File: src/rtl/esp_pkt_framer_if.sv
// Byte-stream interface for the ESP32 UART packet framer.
// Carries the payload write port, the frame control signals and the transmitter handshake.
interface esp_pkt_framer_if;
  logic [7:0] in_data;
  logic       in_valid;
  logic       in_ready;
  logic       send;
  logic       busy;
  logic       pkt_done;
  logic [7:0] tx_data;
  logic       tx_valid;
  logic       tx_ready;

  modport slave (
    input  in_data, in_valid, send, tx_ready,
    output in_ready, busy, pkt_done, tx_data, tx_valid
  );

  modport master (
    output in_data, in_valid, send, tx_ready,
    input  in_ready, busy, pkt_done, tx_data, tx_valid
  );
endinterface

File: src/rtl/esp_pkt_framer.sv
// Packet framer ahead of the ESP32 UART transmitter: buffers payload bytes in a FIFO,
// then on send emits SOF, LEN, payload and an 8-bit wrapping checksum over valid/ready.
module esp_pkt_framer #(
  parameter int         DEPTH = 16,
  parameter logic [7:0] SOF   = 8'hA5
) (
  input  logic            clk,
  input  logic            rst,
  esp_pkt_framer_if.slave bus
);

  localparam int AW = $clog2(DEPTH);
  localparam int CW = AW + 1;

  typedef enum logic [2:0] {
    S_IDLE,
    S_SOF,
    S_LEN,
    S_PAY,
    S_CSUM
  } state_t;

  state_t          state;
  logic [7:0]      mem [DEPTH];
  logic [AW-1:0]   wr_ptr;
  logic [AW-1:0]   rd_ptr;
  logic [AW-1:0]   rd_nxt;
  logic [CW-1:0]   count;
  logic [7:0]      len;
  logic [7:0]      csum;
  logic [7:0]      pay_left;
  logic [7:0]      tx_data_r;
  logic            tx_valid_r;
  logic            pkt_done_r;
  logic            full;
  logic            in_rdy;
  logic            wr_en;
  logic            tx_fire;
  logic            pop;

  function automatic logic [7:0] csum_add(input logic [7:0] acc, input logic [7:0] b);
    return acc + b;
  endfunction

  assign full    = (count == CW'(DEPTH));
  assign in_rdy  = (state == S_IDLE) && !full && !bus.send;
  assign wr_en   = bus.in_valid && in_rdy;
  assign tx_fire = tx_valid_r && bus.tx_ready;
  assign pop     = (state == S_PAY) && tx_fire;
  assign rd_nxt  = rd_ptr + AW'(1);

  assign bus.in_ready = in_rdy;
  assign bus.busy     = (state != S_IDLE);
  assign bus.pkt_done = pkt_done_r;
  assign bus.tx_data  = tx_data_r;
  assign bus.tx_valid = tx_valid_r;

  // Payload storage: data only, no reset needed
  always_ff @(posedge clk) begin
    if (wr_en) mem[wr_ptr] <= bus.in_data;
  end

  always_ff @(posedge clk or negedge rst) begin
    if (!rst) begin
      wr_ptr <= '0;
      rd_ptr <= '0;
      count  <= '0;
    end else begin
      if (wr_en) wr_ptr <= wr_ptr + AW'(1);
      if (pop)   rd_ptr <= rd_nxt;
      case ({wr_en, pop})
        2'b10:   count <= count + CW'(1);
        2'b01:   count <= count - CW'(1);
        default: count <= count;
      endcase
    end
  end

  // Frame sequencer; each state's byte is loaded on entry so tx_valid is up immediately
  always_ff @(posedge clk or negedge rst) begin
    if (!rst) begin
      state      <= S_IDLE;
      len        <= 8'h00;
      csum       <= 8'h00;
      pay_left   <= 8'h00;
      tx_data_r  <= 8'h00;
      tx_valid_r <= 1'b0;
      pkt_done_r <= 1'b0;
    end else begin
      pkt_done_r <= 1'b0;
      case (state)
        S_IDLE: begin
          if (bus.send && (count != '0)) begin
            state      <= S_SOF;
            len        <= 8'(count);
            csum       <= 8'h00;
            tx_data_r  <= SOF;
            tx_valid_r <= 1'b1;
          end
        end
        S_SOF: begin
          if (tx_fire) begin
            state     <= S_LEN;
            tx_data_r <= len;
          end
        end
        S_LEN: begin
          if (tx_fire) begin
            state     <= S_PAY;
            csum      <= csum_add(csum, len);
            pay_left  <= len;
            tx_data_r <= mem[rd_ptr];
          end
        end
        S_PAY: begin
          if (tx_fire) begin
            csum     <= csum_add(csum, tx_data_r);
            pay_left <= pay_left - 8'd1;
            // Last payload byte: the checksum byte is the running sum including it
            if (pay_left == 8'd1) begin
              state     <= S_CSUM;
              tx_data_r <= csum_add(csum, tx_data_r);
            end else begin
              tx_data_r <= mem[rd_nxt];
            end
          end
        end
        S_CSUM: begin
          if (tx_fire) begin
            state      <= S_IDLE;
            tx_valid_r <= 1'b0;
            pkt_done_r <= 1'b1;
          end
        end
        default: begin
          state      <= S_IDLE;
          tx_valid_r <= 1'b0;
        end
      endcase
    end
  end

endmodule

File: src/flat_wrapper.sv
// flat-port wrapper written by rule: the top's interface ports become plain ports
module esp_pkt_framer_flat 
#(
  parameter int         DEPTH = 16,
  parameter logic [7:0] SOF   = 8'hA5
)
  (clk, rst, bus_in_data, bus_in_valid, bus_send, bus_tx_ready, bus_in_ready, bus_busy, bus_pkt_done, bus_tx_data, bus_tx_valid);
  esp_pkt_framer_if bus_i ();
  input  logic clk;
  input  logic rst;
  input wire logic [$bits(bus_i.in_data)-1:0] bus_in_data;
  input wire logic [$bits(bus_i.in_valid)-1:0] bus_in_valid;
  input wire logic [$bits(bus_i.send)-1:0] bus_send;
  input wire logic [$bits(bus_i.tx_ready)-1:0] bus_tx_ready;
  output wire logic [$bits(bus_i.in_ready)-1:0] bus_in_ready;
  output wire logic [$bits(bus_i.busy)-1:0] bus_busy;
  output wire logic [$bits(bus_i.pkt_done)-1:0] bus_pkt_done;
  output wire logic [$bits(bus_i.tx_data)-1:0] bus_tx_data;
  output wire logic [$bits(bus_i.tx_valid)-1:0] bus_tx_valid;
  assign bus_i.in_data = bus_in_data;
  assign bus_i.in_valid = bus_in_valid;
  assign bus_i.send = bus_send;
  assign bus_i.tx_ready = bus_tx_ready;
  assign bus_in_ready = bus_i.in_ready;
  assign bus_busy = bus_i.busy;
  assign bus_pkt_done = bus_i.pkt_done;
  assign bus_tx_data = bus_i.tx_data;
  assign bus_tx_valid = bus_i.tx_valid;
  esp_pkt_framer #(.DEPTH(DEPTH), .SOF(SOF)) u_core (.clk(clk), .rst(rst), .bus(bus_i));
endmodule
File: config.mk
export PLATFORM = sky130hd
export DESIGN_NAME = esp_pkt_framer_flat
export DESIGN_NICKNAME = d
export VERILOG_FILES = /design/src/rtl/esp_pkt_framer_if.sv /design/src/rtl/esp_pkt_framer.sv /design/src/flat_wrapper.sv
export SDC_FILE = /design/constraint.sdc
export NUM_CORES = 1
export LEC_CHECK = 0
export ABC_AREA = 1
export CAP_MARGIN = 0
export CORE_UTILIZATION = 40
export DETAILED_ROUTE_END_ITERATION = 10
export SLEW_MARGIN = 20
export SYNTH_ARGS = -nofsm -noshare
export SYNTH_HDL_FRONTEND = slang
export SYNTH_SLANG_ARGS = --single-unit
File: constraint.sdc
create_clock -name clk -period 3.5 [get_ports clk]
set_input_delay 0.525 -clock clk [delete_from_list [all_inputs] [get_ports clk]]
set_output_delay 0.525 -clock clk [all_outputs]
set_load 0.1 [all_outputs]
Word level (Yosys, flattened, before mapping)
Memory sizes are Yosys's and may differ from the RTL's.
Cells that the tools add are included.
Widths: inputs -> output; s select.

cells by class
  $add $sub $neg = 7
  multiplexer cells = 27
  reduce and logical (&&, ||, !) cells = 22
  bitwise gates (word level) = 1
  equality and inequality tests = 14

operator list
  cell                 count
  $mux 8               9
  $pmux 8 s4           1
  $pmux 8 s3           1
  $mux 3               6
  $pmux 8 s2           1
  $pmux 3 s5           1
  $pmux 5 s2           1
  $add 4x1->4 const B  2
  $add 8x5->8          1
  $add 8x8->8          1
  $eq 8x1->1 const B   1
  $ne 2x1->1 const B   4
  $sub 8x1->8 const B  1
  $eq 3x2->1 const B   2
  $logic_and 1x1->1    6
  $mux 1               6
  $reduce_and 3->1     2
  $reduce_and 6->1     1
  $reduce_bool 3->1    2
  $add 5x1->5 const B  1
  $eq 5x5->1 const B   1
  $reduce_and 5->1     1
  $reduce_bool 5->1    1
  $sub 5x1->5 const B  1
  other kinds (14)     17

word-level totals
  bits in writable memories = 128
  word-level logic and storage cells = 82
  memories kept = 1
  output and inout bits = 12
  register bits after elaboration = 47
  bits of input ports = 13

memory list
  name        depth  width  rd ports  clocked after Yosys merged registers in  wr ports  RTL line              RTL
  u_core.mem  16     8      2         0                                        1         esp_pkt_framer.sv:24  logic [7:0] mem [DEPTH];

Depth between registers and ports, before layout
Gate-level depths: netlist of the first run.

  depth after elaboration = 7
  mapped depth = 16
  gate-level depth less buffers = 15

Worst setup path after synthesis of the first run
No wires, ideal clock.

  kind = reg2reg
  from = register u_core.state[0]
  to = register u_core.count[4]
  period minus slack after synthesis = 3359 ps
  path slack = 141 ps
  arrival = 3228 ps
  path buffers = 0
  stages on the path, launching flop included = 16
  setup time = 131 ps
  required time = 3369 ps
  cell sequence = dfrtp_1 inv_2 nand2_1 nor2_2 o21ai_1 nor2_2 nand2_2 ha_1 xor2_1 ha_1 a21o_1 nand2_1 o21ai_0 a21oi_1 o21ai_0 xor2_1

between the ends
  cells in the longest elaborated chain, start to end = 6
  elaborated cells between the ends (all ways) = 10
  classes of those cells = 3 x eq/ne; 1 x mux; 6 x reduce/logical

RTL lines
  what                                             RTL line               RTL
  start: declaration                               esp_pkt_framer.sv:23   state_t state;
  start signal: assignment                         esp_pkt_framer.sv:82   state <= S_IDLE;
  start signal: assignment                         esp_pkt_framer.sv:94   state <= S_SOF;
  start signal: assignment                         esp_pkt_framer.sv:103  state <= S_LEN;
  $logic_not 3->1 *                                esp_pkt_framer.sv:46   assign in_rdy = (state == S_IDLE) && !full && !bus.send;
  $logic_and 1x1->1 * (2 in series)                esp_pkt_framer.sv:46
  net bus_in_ready                                 flat_wrapper.sv:15     output wire logic [$bits(bus_i.in_ready)-1:0] bus_in_ready;
  $logic_and 1x1->1 *                              esp_pkt_framer.sv:47   assign wr_en = bus.in_valid && in_rdy;
  $eq 2x1->1 or $eq 2x2->1 (tied branches)         esp_pkt_framer.sv:71   case ({wr_en, pop})
  $pmux 5 s2 or $reduce_bool 2->1 (tied branches)  -
  end signal: assignment                           esp_pkt_framer.sv:72   2'b10: count <= count + CW'(1);
  end signal: assignment                           esp_pkt_framer.sv:73   2'b01: count <= count - CW'(1);
  end signal: assignment                           esp_pkt_framer.sv:74   default: count <= count;
  end: declaration                                 esp_pkt_framer.sv:28   logic [CW-1:0] count;

Mark *: on every way through the listed nets, which the timed path passes. The rest lies on a longest branch.
A chain may end at the register's enable or synchronous reset.

Final worst setup path of the first run
  from = register u_core.state[0]
  to = register u_core.count[4]

between the ends
  cells in the longest elaborated chain, start to end = 6
  elaborated cells between the ends (all ways) = 10
  classes of those cells = 3 x eq/ne; 1 x mux; 6 x reduce/logical

RTL lines
  what                                             RTL line
  $logic_not 3->1                                  esp_pkt_framer.sv:46
  $logic_and 1x1->1 (2 in series)                  esp_pkt_framer.sv:46
  $logic_and 1x1->1                                esp_pkt_framer.sv:47
  $eq 2x1->1 or $eq 2x2->1 (tied branches)         esp_pkt_framer.sv:71
  $pmux 5 s2 or $reduce_bool 2->1 (tied branches)  -

Parallel ways exist; a longest one is shown, timed or not.

==> impl_results.md, run 1 <==
* Netlist Area Pre-Place at 0.00962 mm^2
* Fmax at 360 MHz
* FF+latch count, synth at 175
* Final cell count without fillers at 1457
* Flop-to-flop setup slack at 0.72 ns
* Highest-delay cell along the critical path: dfrtp_1
* H-tree levels at 4
* Remaining DRCs at 0
* Dpl cells at 1425
* Gr ovfl total at 0
* Async SR Flop Fraction at 26.9%
* Post-CTS Resized at 0
* Die Width at 157 um
* RSZ-0062 raised after global routing: false
* Total die area at 0.0247 mm^2
* Tot GR Track Use at 22.3%
* First-pass GRT wire length at 40.5 mm
* Fin crit share at 79.4%
* Critical Path Sink: u_core.count[4]
* Yosys top cell by area: edfxtp_1
* Clock group share of total power at 43.8%
* Worst Hold Class: input port to async pin
* # diodes at 0
* Synth-to-Final Area Change at 10.3%
* Vias at 7769
* RePlAce Congestion at 0.884
* Die Y at 157 um
* Sequential Area at 0.00502 mm^2
* Core Util, Final at 45.1%
* CP cell instances: inv_2, nand2_1, nor2_2, o21ai_1, nor2_2, nand2_2, ha_1, xor2_1, ha_1, a21o_1, nand2_1, o21ai_0, a21oi_1, o21ai_0, xor2_1
* # hold bufs at CTS at 0
* Synth area leaders: edfxtp_1 (40%), dfrtp_1 (12%), nand2_1 (11%), nand3_1 (8.2%), o21ai_0 (4.3%)
* Num rows at 56
* R2r startpoint: u_core.state[0]
* Psw at 0.000932 W
* Initial Util at 40.8%
* LEAKAGE at 4.49 nW
* Clock root buffer: clkbuf_16
* Drt total wl at 25.9 mm
* Setup TNS at 0 ns
* Max-slew violations at 0
* Core region area at 0.0235 mm^2
* Clock-pin transition on the worst setup and hold timing paths at 0.07 ns
* Startpoint types: register
* Crit-path max FO at 6
* EDFF count, synth at 128
* CTS Buf Count at 17
* Largest stage delay on the critical path at 0.45 ns
* Pin count of the biggest net entering global routing at 60
* Avg Cell Area, Syn at 8.59 um^2
* Number of fill cells at 2308
* Post-route ant nets at 0
* Vias per cell at 5.33
* Final HPWL DP at 17.6 mm
* Critical path launch point: u_core.state[0]
* Arrival time at the worst endpoint at 3.09 ns
* IO Pins at 25
* Post-Syn Instances at 1119
* Register area share after synthesis at 52.2%
* Wire per inst at 17.8 um
* Comb power frac at 1.7%
* Outcome: complete, no violations
* Insertion delay to the later sink of the worst-skew pair at 0.44 ns
* Synth Flop Type: edfxtp_1
* Nets at 1162
* Most frequent cells in the layout: nand2_1 (287), nand3_1 (157), edfxtp_1 (128)
* CP endpoint kind: register
* Postcts setup bufs at 0
* Final hold violations at 0
* Antenna violations before repair at 0
* Synth top area share at 40.0%
* Req. time, crit path at 3.81 ns
* Worst Skew at 0.0175 ns
* Commonest non-fill, non-tap cell in the layout: nand2_1
* Post-synth cell types at 38
* Worst reg2reg endpoint: u_core.count[4]
* Power Density at 387 mW/mm^2
* Maximum vdd ir drop at 0.331 mV
* MaxCap Viol Count at 0
* Mapped Nets at 1156
* Synth warn at 0
* Critical path class: register to register
* Sequential power share at 54.5%
* Clock Tree Buf Depth at 2
* Port Buf Inserts at 24
* Clock sinks at 175
* Final setup violation count at 0
* CTS tree: yes
* Sw Ratio at 22.7%
* R2R cell count at 15
* Worst-margin pin slew at 0.978 ns
* Pint at 0.00317 W
* DRT Pass-1 Iters at 5
* Worst rel slew slack at 34.6%
* Multi-input logic area at 0.00388 mm^2
* Min Clock Period, post-route at 2.78 ns
* Vias in the first global route at 7208
* Layout cells sized above 1 at 6.15%
* 1st-iter DRT viols at 815
[cell families (layout without fill, tap and decap cells)]
kind of cell    after synthesis  count (layout)  synth area share [%]
xor+xnor                     18              18                  1.72
flops                       175             175                  52.2
compound gates              188             188                  10.9
simple gates                552             552                  24.3
mux                           1               1                 0.117
buf+inv                     161             180                  7.47
fa+ha+maj                    24              24                  3.28
[stage by stage]
| stage | hold WS (ns) | power [W] | setup WS (ns) | instance area, um^2 |
|---|---|---|---|---|
| finish | 0.163 | 0.00411 | 0.721 | 10600 |
| global route | 0.237 | 0.00422 | 0.547 | 10600 |
| CTS | 0.182 | 0.00413 | 0.771 | 10600 |
| detailed placement | 0.519 | 0.00235 | 0.488 | 10100 |
| global placement | 0.517 | 0.00235 | 0.528 | 10100 |
| floorplan | 0.229 | 0.00230 | 0.141 | 9620 |
[worst min-delay path by stage]
stage	from	endpoint	slack [ns]	cells after the start
global route	rst	u_core.csum[4]	0.24	1
global placement	u_core.pay_left[4]	u_core.pay_left[4]	0.52	2
detailed placement	u_core.bus.tx_valid	u_core.bus.tx_valid	0.52	2
finish	rst	u_core.csum[4]	0.16	1
floorplan	rst	u_core.bus.pkt_done	0.23	0
CTS	rst	u_core.csum[4]	0.18	1
[cells in the mapped netlist (all sizes together) (5+ instances only)]
cell type	count
clkbuf	9
buf	44
ha	22
nand2	292
o22ai	6
dfrtp	47
a21oi	52
nor2	89
a31oi	5
nand4	7
o211ai	29
nand3	158
xor2	13
xnor2	5
inv	107
o21ai	89
edfxtp	128
[state kept, by name, indices dropped and copies added, names as in the netlist]
| register | cells |
|---|---|
| u_core.len | 5 |
| u_core.rd_ptr | 4 |
| u_core.bus.tx_data | 8 |
| u_core.count | 5 |
| u_core.bus.tx_valid | 1 |
| u_core.csum | 8 |
| u_core.pay_left | 8 |
| u_core.wr_ptr | 4 |
| u_core.state | 3 |
| u_core.bus.pkt_done | 1 |
| u_core.mem | 128 |
[worst max-delay path: cells and delay by family, from the launching register on]
family / cells / cell delay, ns
AO/OA/AOI/OAI: 5 / 0.63
AND/OR/NAND/NOR: 5 / 0.58
adder cells (fa/ha/maj): 2 / 0.51
flip-flops: 1 / 0.45
XOR/XNOR: 2 / 0.34
buffers and inverters: 1 / 0.12
[metal layers]
metal  global-route usage, %  vias up  part of all wire [%]  routed length, um
met3                    4.76       27                   7.3               1900
met5                       0        -                     0                  0
met4                    7.30        0                   1.7                441
li1                        -     3812                     -                  -
met2                    35.6      285                    46              12000
met1                    30.0     3645                    45              11600
[cell type report]
type	instances	area share, %
flip-flops and latches	175	47.4
multi-input cells	783	36.6
clock buffers	19	4.08
inverters	108	3.82
well taps	319	3.76
repair buffers	40	3.42
clock inverters	13	0.991
[power groups by stage]
stage	logic [W]	registers [W]	clock network, W
floorplan	0.0000147	0.00228	0
finish	0.0000694	0.00224	0.00180
detailed placement	0.0000707	0.00228	0
global route	0.0000783	0.00224	0.00190
global placement	0.0000703	0.00228	0
CTS	0.0000711	0.00224	0.00182
Power figures use the tool's default switching activity.
==> run 2: changes to the inputs <==
==> constraint.sdc (replaced) <==
create_clock -name clk -period 2.6 [get_ports clk]
set_input_delay 0.39 -clock clk [delete_from_list [all_inputs] [get_ports clk]]
set_output_delay 0.39 -clock clk [all_outputs]
set_load 0.1 [all_outputs]
==> impl_results.md, run 2 (synthesis gave the netlist of run 1 again) <==
* Outcome: complete, no violations (unchanged)
* H-tree levels at 4 (unchanged)
* Gr ovfl total at 0 (unchanged)
* Port Buf Inserts at 24 (unchanged)
* GR peak layer: met2 (unchanged)
* Worst rel slew slack at 52.4% (was 34.6%)
* Largest register FFs at 128 (unchanged)
* Worst reg2reg endpoint: u_core.count[4] (unchanged)
* Core Util, Final at 46.7% (was 45.1%)
* CTS tree: yes (unchanged)
* Vias at 7885 (was 7769)
* Final cell count without fillers at 1488 (was 1457)
* IO Pins at 25 (unchanged)
* Final setup violation count at 0 (unchanged)
* R2r startpoint: u_core.state[2] (was u_core.state[0])
* Clock Tree Buf Depth at 2 (unchanged)
* Most frequent cells in the layout: nand2_1 (286), nand3_1 (157), edfxtp_1 (128) (was nand2_1 (287), nand3_1 (157), edfxtp_1 (128))
* Flop-to-flop setup slack at 0.23 ns (was 0.72 ns)
* Comb power frac at 1.6% (was 1.7%)
* Arrival time at the worst endpoint at 2.70 ns (was 3.09 ns)
* Clock root buffer: clkbuf_16 (unchanged)
* Req. time, crit path at 2.93 ns (was 3.81 ns)
* Design area at 0.0110 mm^2 (was 0.0106 mm^2)
* Postcts setup bufs at 0 (unchanged)
* Met3 usage in global routing at 3.06% (was 4.76%)
* Total die area at 0.0247 mm^2 (unchanged)
* Nets at 1194 (was 1162)
* Core region area at 0.0235 mm^2 (unchanged)
* Insertion delay to the later sink of the worst-skew pair at 0.44 ns (about the same)
* R2R cell count at 15 (unchanged)
* Sequential power share at 51.8% (was 54.5%)
* Maximum vdd ir drop at 0.362 mV (was 0.331 mV)
* Vias in the first global route at 7518 (was 7208)
* Routing usage on met1 at 29.7% (was 30.0%)
* LEAKAGE at 4.74 nW (was 4.49 nW)
* # diodes at 0 (unchanged)
* Dpl cells at 1457 (was 1425)
* MaxCap Viol Count at 0 (unchanged)
* Num rows at 56 (unchanged)
* RSZ-0062 raised after global routing: false (unchanged)
* Final HPWL DP at 17.4 mm (was 17.6 mm)
* Pin count of the biggest net entering global routing at 108 (was 60)
* CTS Buf Count at 17 (unchanged)
* DRT Pass-1 Iters at 5 (unchanged)
* Sw Ratio at 22.5% (was 22.7%)
* Startpoint types: register (unchanged)
* Clock-pin transition on the worst setup and hold timing paths at 0.08 ns (was 0.07 ns)
* Critical path class: register to register (unchanged)
* Drt total wl at 25.8 mm (was 25.9 mm)
* Hold slack final at 0.00400 ns (was 0.163 ns)
* Remaining DRCs at 0 (unchanged)
* Pint at 0.00450 W (was 0.00317 W)
* Initial Util at 40.8% (unchanged)
* Layout cells sized above 1 at 10.4% (was 6.15%)
* Commonest non-fill, non-tap cell in the layout: nand2_1 (unchanged)
* RePlAce Congestion at 0.852 (was 0.884)
* Power Density at 528 mW/mm^2 (was 387 mW/mm^2)
* Placed Area at 0.0104 mm^2 (was 0.0101 mm^2)
* Worst Hold Class: input port to async pin (unchanged)
* Vias per cell at 5.30 (was 5.33)
* Synth-to-Final Area Change at 14.3% (was 10.3%)
* CP endpoint kind: register (unchanged)
* 1st-iter DRT viols at 712 (was 815)
* Reg with most FFs: u_core.mem (unchanged)
* Final hold violations at 0 (unchanged)
* Wire per inst at 17.3 um (was 17.8 um)
* Fmax at 422 MHz (was 360 MHz)
* Die Width at 157 um (unchanged)
* Fin crit share at 91.2% (was 79.4%)
* Die Y at 157 um (unchanged)
* Max-slew violations at 0 (unchanged)
* Tot GR Track Use at 22.2% (was 22.3%)
* Antenna violations before repair at 0 (unchanged)
* Min Clock Period, post-route at 2.37 ns (was 2.78 ns)
* Crit-path max FO at 6 (unchanged)
* Routing usage on met2 at 36.7% (was 35.6%)
* First-pass GRT wire length at 40.7 mm (was 40.5 mm)
* Worst Skew at 0.0118 ns (was 0.0175 ns)
* Post-route ant nets at 0 (unchanged)
* Clock group share of total power at 46.6% (was 43.8%)
* Clock sinks at 175 (unchanged)
* Worst-margin pin slew at 0.714 ns (was 0.978 ns)
* Psw at 0.00131 W (was 0.000932 W)
==> run 2: critical path, stage by stage (launching register included) <==
cell and delay [ns]:
dfrtp_1 0.41, inv_2 0.12, nand2_2 0.08, nor2_4 0.12, o21ai_2 0.08, nor2_4 0.15, nand2_4 0.08, ha_4 0.19
xor2_2 0.15, ha_2 0.17, a21o_1 0.16, nand2_1 0.08, o21ai_1 0.09, a21oi_1 0.15, o21ai_1 0.09, xor2_1 0.14
==> run 2: worst max-delay path by stage <==
stage	depth (start not counted)	end	slack [ns]	startpoint
6_report	15	u_core.count[4]	0.23	u_core.state[2]
5_1_grt	15	u_core.count[4]	0.02	u_core.state[2]
4_1_cts	15	u_core.count[4]	0.21	u_core.state[2]
3_5_place_dp	14	u_core.count[4]	0.08	bus_tx_ready
3_3_place_gp	14	u_core.count[4]	0.14	bus_tx_ready
2_1_floorplan	15	u_core.count[4]	-0.20	u_core.state[0]
==> run 2: timing repair <==
action	CTS	global route
setup endpoints to repair	0	1
gates resized for setup	0	1
hold buffers	0	0
==> run 2: metrics by stage <==
stage	TNS [ns]	power, W	setup slack [ns]
final	0	0.00581	0.229
after global routing	0	0.00595	0.0166
after CTS	0	0.00584	0.206
after detailed placement	0	0.00317	0.0822
after global placement	0	0.00316	0.144
after floorplan	-0.198	0.00309	-0.198
==> run 2: final cells by class <==
type | instances | area, um^2
fill | 2329 | 12600
sequential | 175 | 5020
multi-input combinational | 783 | 3920
timing repair buffer | 72 | 616
clock buffer | 17 | 425
inverter | 108 | 405
tap | 319 | 399
clock inverter | 14 | 199
==> run 2: layer usage <==
| metal | up-vias | part of all wire, % |
|---|---|---|
| met3 | 43 | 5.5 |
| met2 | 233 | 48 |
| met1 | 3746 | 44 |
| met5 | - | 0 |
| met4 | 0 | 2.2 |
| li1 | 3863 | - |
==> run 2: power by group through the flow <==
stage / Combinational, W / Sequential (W) / Clock [W]
final: 0.0000930 / 0.00301 / 0.00270
after global placement: 0.0000929 / 0.00307 / 0
after global routing: 0.000105 / 0.00301 / 0.00283
after floorplan: 0.0000204 / 0.00307 / 0
after CTS: 0.0000957 / 0.00301 / 0.00273
after detailed placement: 0.0000955 / 0.00307 / 0
==> run 3: changes to the inputs <==
--- a/config.mk
+++ b/config.mk
@@ -13,3 +13,4 @@
 export SYNTH_ARGS = -nofsm -noshare
 export SYNTH_HDL_FRONTEND = slang
 export SYNTH_SLANG_ARGS = --single-unit
+export TNS_END_PERCENT = 20
==> results of run 3 <==
No change in the layout: final DEF, timing and power equal those of run 2.
